==> src/rtl/yuv_pkg.sv <==
// Shared definitions for the YUV camera capture path: FSM state encoding and
// default line/byte geometry (also used to size the downstream frame RAM).
package yuv_pkg;

    localparam int LINE_PIX   = 1280;
    localparam int DATA_WIDTH = 8;

    typedef enum logic [1:0] {
        IDLE      = 2'd0,
        WAIT_LINE = 2'd1,
        ACTIVE    = 2'd2,
        SKIP      = 2'd3
    } state_t;

endpackage

==> src/rtl/sync_fifo_fwft.sv <==
// Single-clock first-word-fall-through FIFO; head is valid whenever not empty.
// Pointers carry one extra wrap bit so full and empty can be told apart.
module sync_fifo_fwft #(
    parameter int DATA_WIDTH = 8,
    parameter int FIFO_DEPTH = 16
) (
    input  logic                  clk,
    input  logic                  rst_n,
    input  logic                  push,
    input  logic [DATA_WIDTH-1:0] push_data,
    input  logic                  pop,
    output logic [DATA_WIDTH-1:0] head,
    output logic                  full,
    output logic                  empty
);

    localparam int AW = $clog2(FIFO_DEPTH);

    logic [DATA_WIDTH-1:0] mem [FIFO_DEPTH];
    logic [AW:0]           wr_ptr;
    logic [AW:0]           rd_ptr;
    logic                  do_push;
    logic                  do_pop;

    assign empty = (wr_ptr == rd_ptr);
    assign full  = (wr_ptr[AW] != rd_ptr[AW]) && (wr_ptr[AW-1:0] == rd_ptr[AW-1:0]);

    // A full FIFO still accepts a write when the head leaves in the same cycle.
    assign do_pop  = pop && !empty;
    assign do_push = push && (!full || do_pop);

    assign head = empty ? '0 : mem[rd_ptr[AW-1:0]];

    always_ff @(posedge clk or negedge rst_n) begin
        if (!rst_n) begin
            wr_ptr <= '0;
            rd_ptr <= '0;
        end else begin
            if (do_push) wr_ptr <= wr_ptr + 1'b1;
            if (do_pop)  rd_ptr <= rd_ptr + 1'b1;
        end
    end

    always_ff @(posedge clk) begin
        if (do_push) mem[wr_ptr[AW-1:0]] <= push_data;
    end

endmodule

==> src/rtl/yuyv_420_pack.sv <==
// Converts a YUYV 4:2:2 camera stream to 4:2:0 by keeping full YUYV on even
// lines and only luma on odd lines, buffering the result for the frame RAM.
module yuyv_420_pack #(
    parameter int LINE_PIX   = yuv_pkg::LINE_PIX,
    parameter int DATA_WIDTH = yuv_pkg::DATA_WIDTH,
    parameter int FIFO_DEPTH = 16
) (
    input  logic                  clk,
    input  logic                  rst_n,
    input  logic                  cam_vsync,
    input  logic                  cam_href,
    input  logic [DATA_WIDTH-1:0] cam_data,
    output logic [DATA_WIDTH-1:0] data_in,
    output logic                  w_valid,
    input  logic                  w_ready,
    output logic                  ovf_o,
    output logic                  line_err
);

    import yuv_pkg::*;

    localparam int             BW         = $clog2(2 * LINE_PIX) + 1;
    localparam logic [BW-1:0]  LINE_BYTES = BW'(2 * LINE_PIX);

    state_t        state;
    state_t        next_state;
    logic          href_q;
    logic          vsync_q;
    logic [BW-1:0] b;
    logic          parity;
    logic          err_seen;
    logic          ovf_q;
    logic          line_err_q;

    logic          href_rise;
    logic          href_fall;
    logic          vsync_rise;
    logic          sample;
    logic          push_req;
    logic          excess;
    logic          overflow;
    logic          fifo_push;
    logic          fifo_pop;
    logic          fifo_full;
    logic          fifo_empty;

    assign href_rise  =  cam_href  && !href_q;
    assign href_fall  = !cam_href  &&  href_q;
    assign vsync_rise =  cam_vsync && !vsync_q;

    assign w_valid   = !fifo_empty;
    assign fifo_pop  = w_valid && w_ready;
    assign fifo_push = push_req && !overflow;
    assign ovf_o     = ovf_q;
    assign line_err  = line_err_q;

    // The first byte of a line arrives in the same cycle as the href rise, so
    // WAIT_LINE already samples it. A vsync rise cycle never samples.
    always_comb begin
        sample     = 1'b0;
        push_req   = 1'b0;
        excess     = 1'b0;
        overflow   = 1'b0;
        next_state = state;

        if (!vsync_rise && cam_href &&
            (state == ACTIVE || (state == WAIT_LINE && href_rise))) begin
            sample = 1'b1;
        end

        if (sample) begin
            if (b < LINE_BYTES) push_req = !parity || !b[0];
            else                excess   = 1'b1;
        end

        overflow = push_req && fifo_full && !fifo_pop;

        case (state)
            IDLE:      next_state = IDLE;
            WAIT_LINE: if (href_rise) next_state = ACTIVE;
            ACTIVE:    if (href_fall) next_state = WAIT_LINE;
            SKIP:      next_state = SKIP;
            default:   next_state = IDLE;
        endcase

        if (overflow && state != SKIP) next_state = SKIP;
        if (vsync_rise)                next_state = WAIT_LINE;
    end

    always_ff @(posedge clk or negedge rst_n) begin
        if (!rst_n) state <= IDLE;
        else        state <= next_state;
    end

    // Line bookkeeping: byte index, line parity, sticky overflow and the
    // once-per-line length error pulse.
    always_ff @(posedge clk or negedge rst_n) begin
        if (!rst_n) begin
            href_q     <= 1'b0;
            vsync_q    <= 1'b0;
            b          <= '0;
            parity     <= 1'b0;
            err_seen   <= 1'b0;
            ovf_q      <= 1'b0;
            line_err_q <= 1'b0;
        end else begin
            href_q     <= cam_href;
            vsync_q    <= cam_vsync;
            line_err_q <= 1'b0;
            if (vsync_rise) begin
                b        <= '0;
                parity   <= 1'b0;
                err_seen <= 1'b0;
                ovf_q    <= 1'b0;
            end else begin
                if (overflow) ovf_q <= 1'b1;
                if (href_fall) begin
                    b        <= '0;
                    parity   <= ~parity;
                    err_seen <= 1'b0;
                    if (state == ACTIVE && b != LINE_BYTES && !err_seen) line_err_q <= 1'b1;
                end else begin
                    if (sample && !excess) b <= b + 1'b1;
                    if (excess && !err_seen) begin
                        line_err_q <= 1'b1;
                        err_seen   <= 1'b1;
                    end
                end
            end
        end
    end

    sync_fifo_fwft #(
        .DATA_WIDTH(DATA_WIDTH),
        .FIFO_DEPTH(FIFO_DEPTH)
    ) u_fifo (
        .clk      (clk),
        .rst_n    (rst_n),
        .push     (fifo_push),
        .push_data(cam_data),
        .pop      (fifo_pop),
        .head     (data_in),
        .full     (fifo_full),
        .empty    (fifo_empty)
    );

endmodule

==> config.mk <==
export PLATFORM = sky130hd
export DESIGN_NAME = yuyv_420_pack
export DESIGN_NICKNAME = d
export VERILOG_FILES = /design/src/rtl/yuv_pkg.sv /design/src/rtl/sync_fifo_fwft.sv /design/src/rtl/yuyv_420_pack.sv
export SDC_FILE = /design/constraint.sdc
export NUM_CORES = 1
export LEC_CHECK = 0
export CORE_MARGIN = 1
export CORE_UTILIZATION = 45
export DETAILED_ROUTE_END_ITERATION = 10
export GPL_ROUTABILITY_DRIVEN = 0
export PLACE_DENSITY = 0.73
export SYNTH_ARGS = -nofsm -noshare
export SYNTH_HDL_FRONTEND = slang
export SYNTH_SLANG_ARGS = --single-unit
==> constraint.sdc <==
create_clock -name clk -period 5.2 [get_ports clk]
set_input_delay 1.04 -clock clk [delete_from_list [all_inputs] [get_ports clk]]
set_output_delay 1.04 -clock clk [all_outputs]
set_load 0.005 [all_outputs]
Yosys cells after proc, flatten, opt, wreduce, memory -nomap -nowiden

Memories as Yosys holds them, arrays and structs flattened.
Index checks and enable logic that the tools add are counted.

Reductions and logical operators: 39
$add $sub $neg: 3
Equal/unequal tests: 10
Order comparisons: 1
Multiplexer cells: 27
Bitwise logic cells: 1

Operators by type and width:

| kind                                                          | number |
|---|---|
| two-way mux 13 bit                                            | 3 |
| logical AND 1 bit                                             | 18 |
| two-way mux 1 bit                                             | 18 |
| adder 13 x 1 -> 13 bit (second input constant)                | 1 |
| less-than comparator 13 x 12 -> 1 bit (second input constant) | 1 |
| != test 13 x 12 -> 1 bit (second input constant)              | 1 |
| logical NOT 1 bit                                             | 12 |
| adder 5 x 1 -> 5 bit (second input constant)                  | 2 |
| two-way mux 2 bit                                             | 4 |
| two-way mux 8 bit                                             | 1 |
| != test 4 x 3 -> 1 bit (second input constant)                | 2 |
| one-hot mux 2 bit (4 select lines)                            | 1 |
| nonzero test 3 bit                                            | 2 |
| equality test 5 bit                                           | 1 |
| equality test 2 bit (second input constant)                   | 2 |
| equality test 4 bit                                           | 1 |
| nonzero test 2 bit                                            | 2 |
| logical OR 1 bit                                              | 3 |
| equality test 2 x 1 -> 1 bit (second input constant)          | 1 |
| logical NOT 2 bit                                             | 1 |
| != test 2 bit (second input constant)                         | 1 |
| AND reduction 2 bit                                           | 1 |
| != test 1 bit                                                 | 1 |
| NOT 1 bit                                                     | 1 |

Output and inout port bits: 11
RAM bits: 128
Bits of input ports: 13
Memories: 1
Register bits after elaboration: 31

Memory list:

| memory     | words | bits a word | rd ports | clocked after Yosys merged registers in | wr ports | line                 | RTL |
|---|---|---|---|---|---|---|---|
| u_fifo.mem | 16    | 8           | 1        | 0                                       | 1        | sync_fifo_fwft.sv:19 | `logic [DATA_WIDTH-1:0] mem [FIFO_DEPTH];` |

Depth between registers and ports, before layout

Depth in word-level cells: 14
Mapped depth: 7
Gate-level depth less buffers: 6

By module

From an unflattened synthesis, not the netlist that was laid out.

Cells, all modules: 389
Area, all modules: 6672.6 µm²

Modules (own cells, without submodules):

| module         | area each (µm²) | cells each | times used |
|---|---|---|---|
| sync_fifo_fwft | 5546.6          | 271        | 1 |
| yuyv_420_pack  | 1126.1          | 118        | 1 |

Worst setup path after synthesis

No wires, ideal clock.

Kind: input port to flip-flop
Start point: input cam_vsync
End point: memory u_fifo.mem[3][0], enable pin
Stages on the path: 5
Arrival: 2445 ps
Slack: 2371 ps
Path buffers: 0
Cells stage by stage: nand2b_1 > o211ai_4 > a211oi_4 > nand3_1 > nor3_1

Longest elaborated chain between the ends: 13

RTL lines:

| what                                      | line                 | RTL |
|---|---|---|
| start, declared                           | yuyv_420_pack.sv:10  | `input logic cam_vsync,` |
| logical AND 1 bit *                       | yuyv_420_pack.sv:49  | `assign vsync_rise = cam_vsync && !vsync_q;` |
| logical NOT 1 bit *                       | yuyv_420_pack.sv:66  | `if (!vsync_rise && cam_href &&` |
| logical AND 1 bit * (2 in a row)          | yuyv_420_pack.sv:66  |  |
| two-way mux 1 bit *                       | yuyv_420_pack.sv:66  |  |
| two-way mux 1 bit *                       | yuyv_420_pack.sv:71  | `if (sample) begin` |
| logical AND 1 bit (2 in a row)            | yuyv_420_pack.sv:76  | `overflow = push_req && fifo_full && !fifo_pop;` |
| logical NOT 1 bit                         | yuyv_420_pack.sv:53  | `assign fifo_push = push_req && !overflow;` |
| logical AND 1 bit *                       | yuyv_420_pack.sv:53  |  |
| logical AND 1 bit *                       | sync_fifo_fwft.sv:30 | `assign do_push = push && (!full \|\| do_pop);` |
| two-way mux 1 bit *                       | sync_fifo_fwft.sv:45 | `if (do_push) mem[wr_ptr[AW-1:0]] <= push_data;` |
| two-way mux 1 bit (implied by the code) * | sync_fifo_fwft.sv:45 |  |
| end, declared                             | sync_fifo_fwft.sv:19 |  |

Mark *: on every way between the ends. The rest lies on a longest branch, timed or not.

Final worst setup path

Start point: register u_fifo.rd_ptr[0]
End point: output data_in[4]

Longest elaborated chain between the ends: 2
Elaborated cells on any way between the ends: 3
Classes of those cells: eq/ne: 1; mux: 1; memory: 1

RTL lines:

| what                                                            | line                 | RTL |
|---|---|---|
| start, declared                                                 | sync_fifo_fwft.sv:21 | `logic [AW:0] rd_ptr;` |
| start signal, assigned                                          | sync_fifo_fwft.sv:40 | `if (do_pop) rd_ptr <= rd_ptr + 1'b1;` |
| memory read (16 x 8 bit) or equality test 5 bit (tied branches) | n/a                  |  |
| two-way mux 8 bit *                                             | sync_fifo_fwft.sv:32 | `assign head = empty ? '0 : mem[rd_ptr[AW-1:0]];` |
| end, declared                                                   | yuyv_420_pack.sv:13  | `output logic [DATA_WIDTH-1:0] data_in,` |

Marked as above.

==> flow_summary.toml <==
[detailed_routing]
avgViaCountPerCell = 5.677
ant_nets = 0
wl_met3_um = 692
drc_errors = 0
routedWlPerCell_um = 21.17
drt-met1-wl_um = 5729
via_count = 3503
highest_layer = "met4"
first_pass_iters = 4
finalWirelength_um = 13060
drtIter0Drc = 335
wl_met2_um = 6488

[timing]
max_slew_margin_pct = 9.954
setup_viol = 0
slew_violations = 0
hold_viol_final = 0
period_share_pct = 80.04
fin_crit_ps = 4162
fmax_mhz = 240.3
worst_slew_pin_slew_ps = 1340
tns_ps = 0
rsz0062_at_grt = "false"
fin_skew_ps = 16.27

[power]
powerDensity_nw_per_um2 = 502.5
peakVddDrop_uv = 278.1
leakagePower_uw = 0.002596

[setup_path]
critPathLaunchType = "flip-flop"
cp_max_fo = 28
cp.required_ps = 4160
criticalPathCategory = "reg2out"
crit_path_end_kind = "primary output"
arrival_ps = 3120

[global_route]
grtUsageTotal_pct = 18.94
grt_pass1_wl_um = 20420
antenna_found_initial = 0
grt_overflow = 0
grt_max_degree = 32
grt_pass1_vias = 3647

[clock_network]
clock_sinks = 159
cts_setup_buffers = 0
cts_buffers = 17
cts_hold_buf = 0
root_buffer = "clkbuf_16"
cts_max_level = 4
cts_tree = "yes"
cts_buffer_depth = 2
path_clk_slew_ps = 70
cts_resized = 0
clock_latency_ps = 430

[floorplanning]
die_w_um = 123.7
coreArea_um2 = 14480
chipHeight_um = 123.7
dieArea_um2 = 15290
rows = 44
num_io_pins = 24
start_util_pct = 46.01

[yosys]
synthesis.area_um2 = 6661
syn_nets = 411
synth.avg_cell_area_um2 = 17.04
postSynthCellCount = 391
ys_types = 43
ys_ff_latch = 159
yosys_warnings = 0
synthArstFlopShare_pct = 19.50
synth-edff-count = 128
yosys-top-cells-area = "edfxtp_1, dfrtp_1, mux4_2"
ys.flop_type = "edfxtp_1"
synth_top_area_share_pct = 57.70
synth_seq_area_share_pct = 69.35
yosysTopAreaCell = "edfxtp_1"

[job]
max_cap_viol_count = 0

[finish]
drive_gt1_share_pct = 17.78
fillers = 1111
final_nets = 440
post-route-util_pct = 53.12
antenna_cells = 0
areaGrowthSynthToFinish_pct = 15.46

[placed_design]
io_buffer_count = 23
dp_hpwl_um = 8219

[hold_path]
hold_class = "reg2reg"

[status]
status = "complete, no violations"
==> power breakdown <==
group | switching (µW) | internal [µW]
sequential | 173 | 1440
clock | 537 | 772
combinational | 408 | 532
==> final timing paths <==
path,startpoint,endpoint,slack [ps],cells after the start
worst min-delay path,err_seen,line_err,460,1
max in group asynchronous,rst_n,u_fifo.rd_ptr[0],3890,2
min in group asynchronous,rst_n,b[10],1000,2
worst max-delay path,u_fifo.rd_ptr[0],data_in[4],1040,5
worst max register to register,u_fifo.rd_ptr[0],u_fifo.mem[2][1],1980,5
worst min register to register,err_seen,line_err,460,1
==> cell type report <==
type	count	area, µm²	share of cell area (%)
Tap cell	184	230.2	2.993
Clock buffer	17	425.4	5.531
Inverter	8	30.03	0.3904
Multi-Input combinational cell	206	1921	24.97
Clock inverter	15	196.4	2.554
Sequential cell	159	4621	60.08
Timing Repair Buffer	28	267.8	3.481
==> placed cells by master (no fill, tap or decap), types with 8 or more instances in the layout <==
cell type        count
nand3_1             14
edfxtp_1           128
clkdlybuf4s50_1     23
a211oi_1            17
inv_1                8
nand2_1             13
dfrtp_1             30
clkbuf_16           17
nor2_1              31
nor2b_1             10
xor2_1              11
mux4_2              32
mux2i_1             10
xnor2_1             12
==> routing by layer <==
metal  up-vias  global-route usage, %
met4         0                  8.133
li1       1581                      -
met5         -                      0
met1      1802                  24.77
met3        11                  4.579
met2       109                  30.24
==> critical path, cell delays in order (launching register included) <==
cell	delay, ps
dfrtp_2	980
xnor2_1	190
nand4_1	170
nor2_1	660
a211oi_1	180
clkdlybuf4s50_1	500
==> synthesized netlist by cell type, drive strengths merged (2+ instances only) <==
cell	instances
edfxtp	128
mux4	32
dfrtp	31
nor2	31
a211oi	18
nand3	14
nand2	13
xnor2	12
buf	11
xor2	11
mux2i	10
nor2b	10
inv	8
nor3	8
clkbuf	7
ha	7
nand4	7
nand2b	5
o21ai	4
a21oi	3
and3	2
mux2	2
nor4b	2
or3	2
or4	2
==> per-stage QoR <==
step           power (µW)  area (µm²)  instances  worst slack [ps]  hold WS [ps]
4_1_cts              3886        7679        616             953.4         448.2
5_1_grt              4022        7691        617             786.6         486.0
3_3_place_gp         2568        7057        584              1224         422.7
3_5_place_dp         2594        7057        584              1110         433.2
6_report             3865        7691        617              1038         459.5
2_1_floorplan        2260        6661        391              2371         411.1
==> state kept, by name (all words and copies together) (netlist names) <==
name,flops
u_fifo.mem,128
b,13
u_fifo.rd_ptr,5
u_fifo.wr_ptr,5
state,2
err_seen,1
href_q,1
line_err,1
ovf_o,1
parity,1
vsync_q,1
==> cell families after synthesis <==
family | synth area share [%]
flip-flops | 69.35
AND/OR/NAND/NOR | 8.095
multiplexers | 12.66
XOR/XNOR | 3.024
adder cells (fa/ha/maj) | 1.315
buffers and inverters | 1.897
AO/OA/AOI/OAI | 3.663
Power figures use the tool's default switching activity.
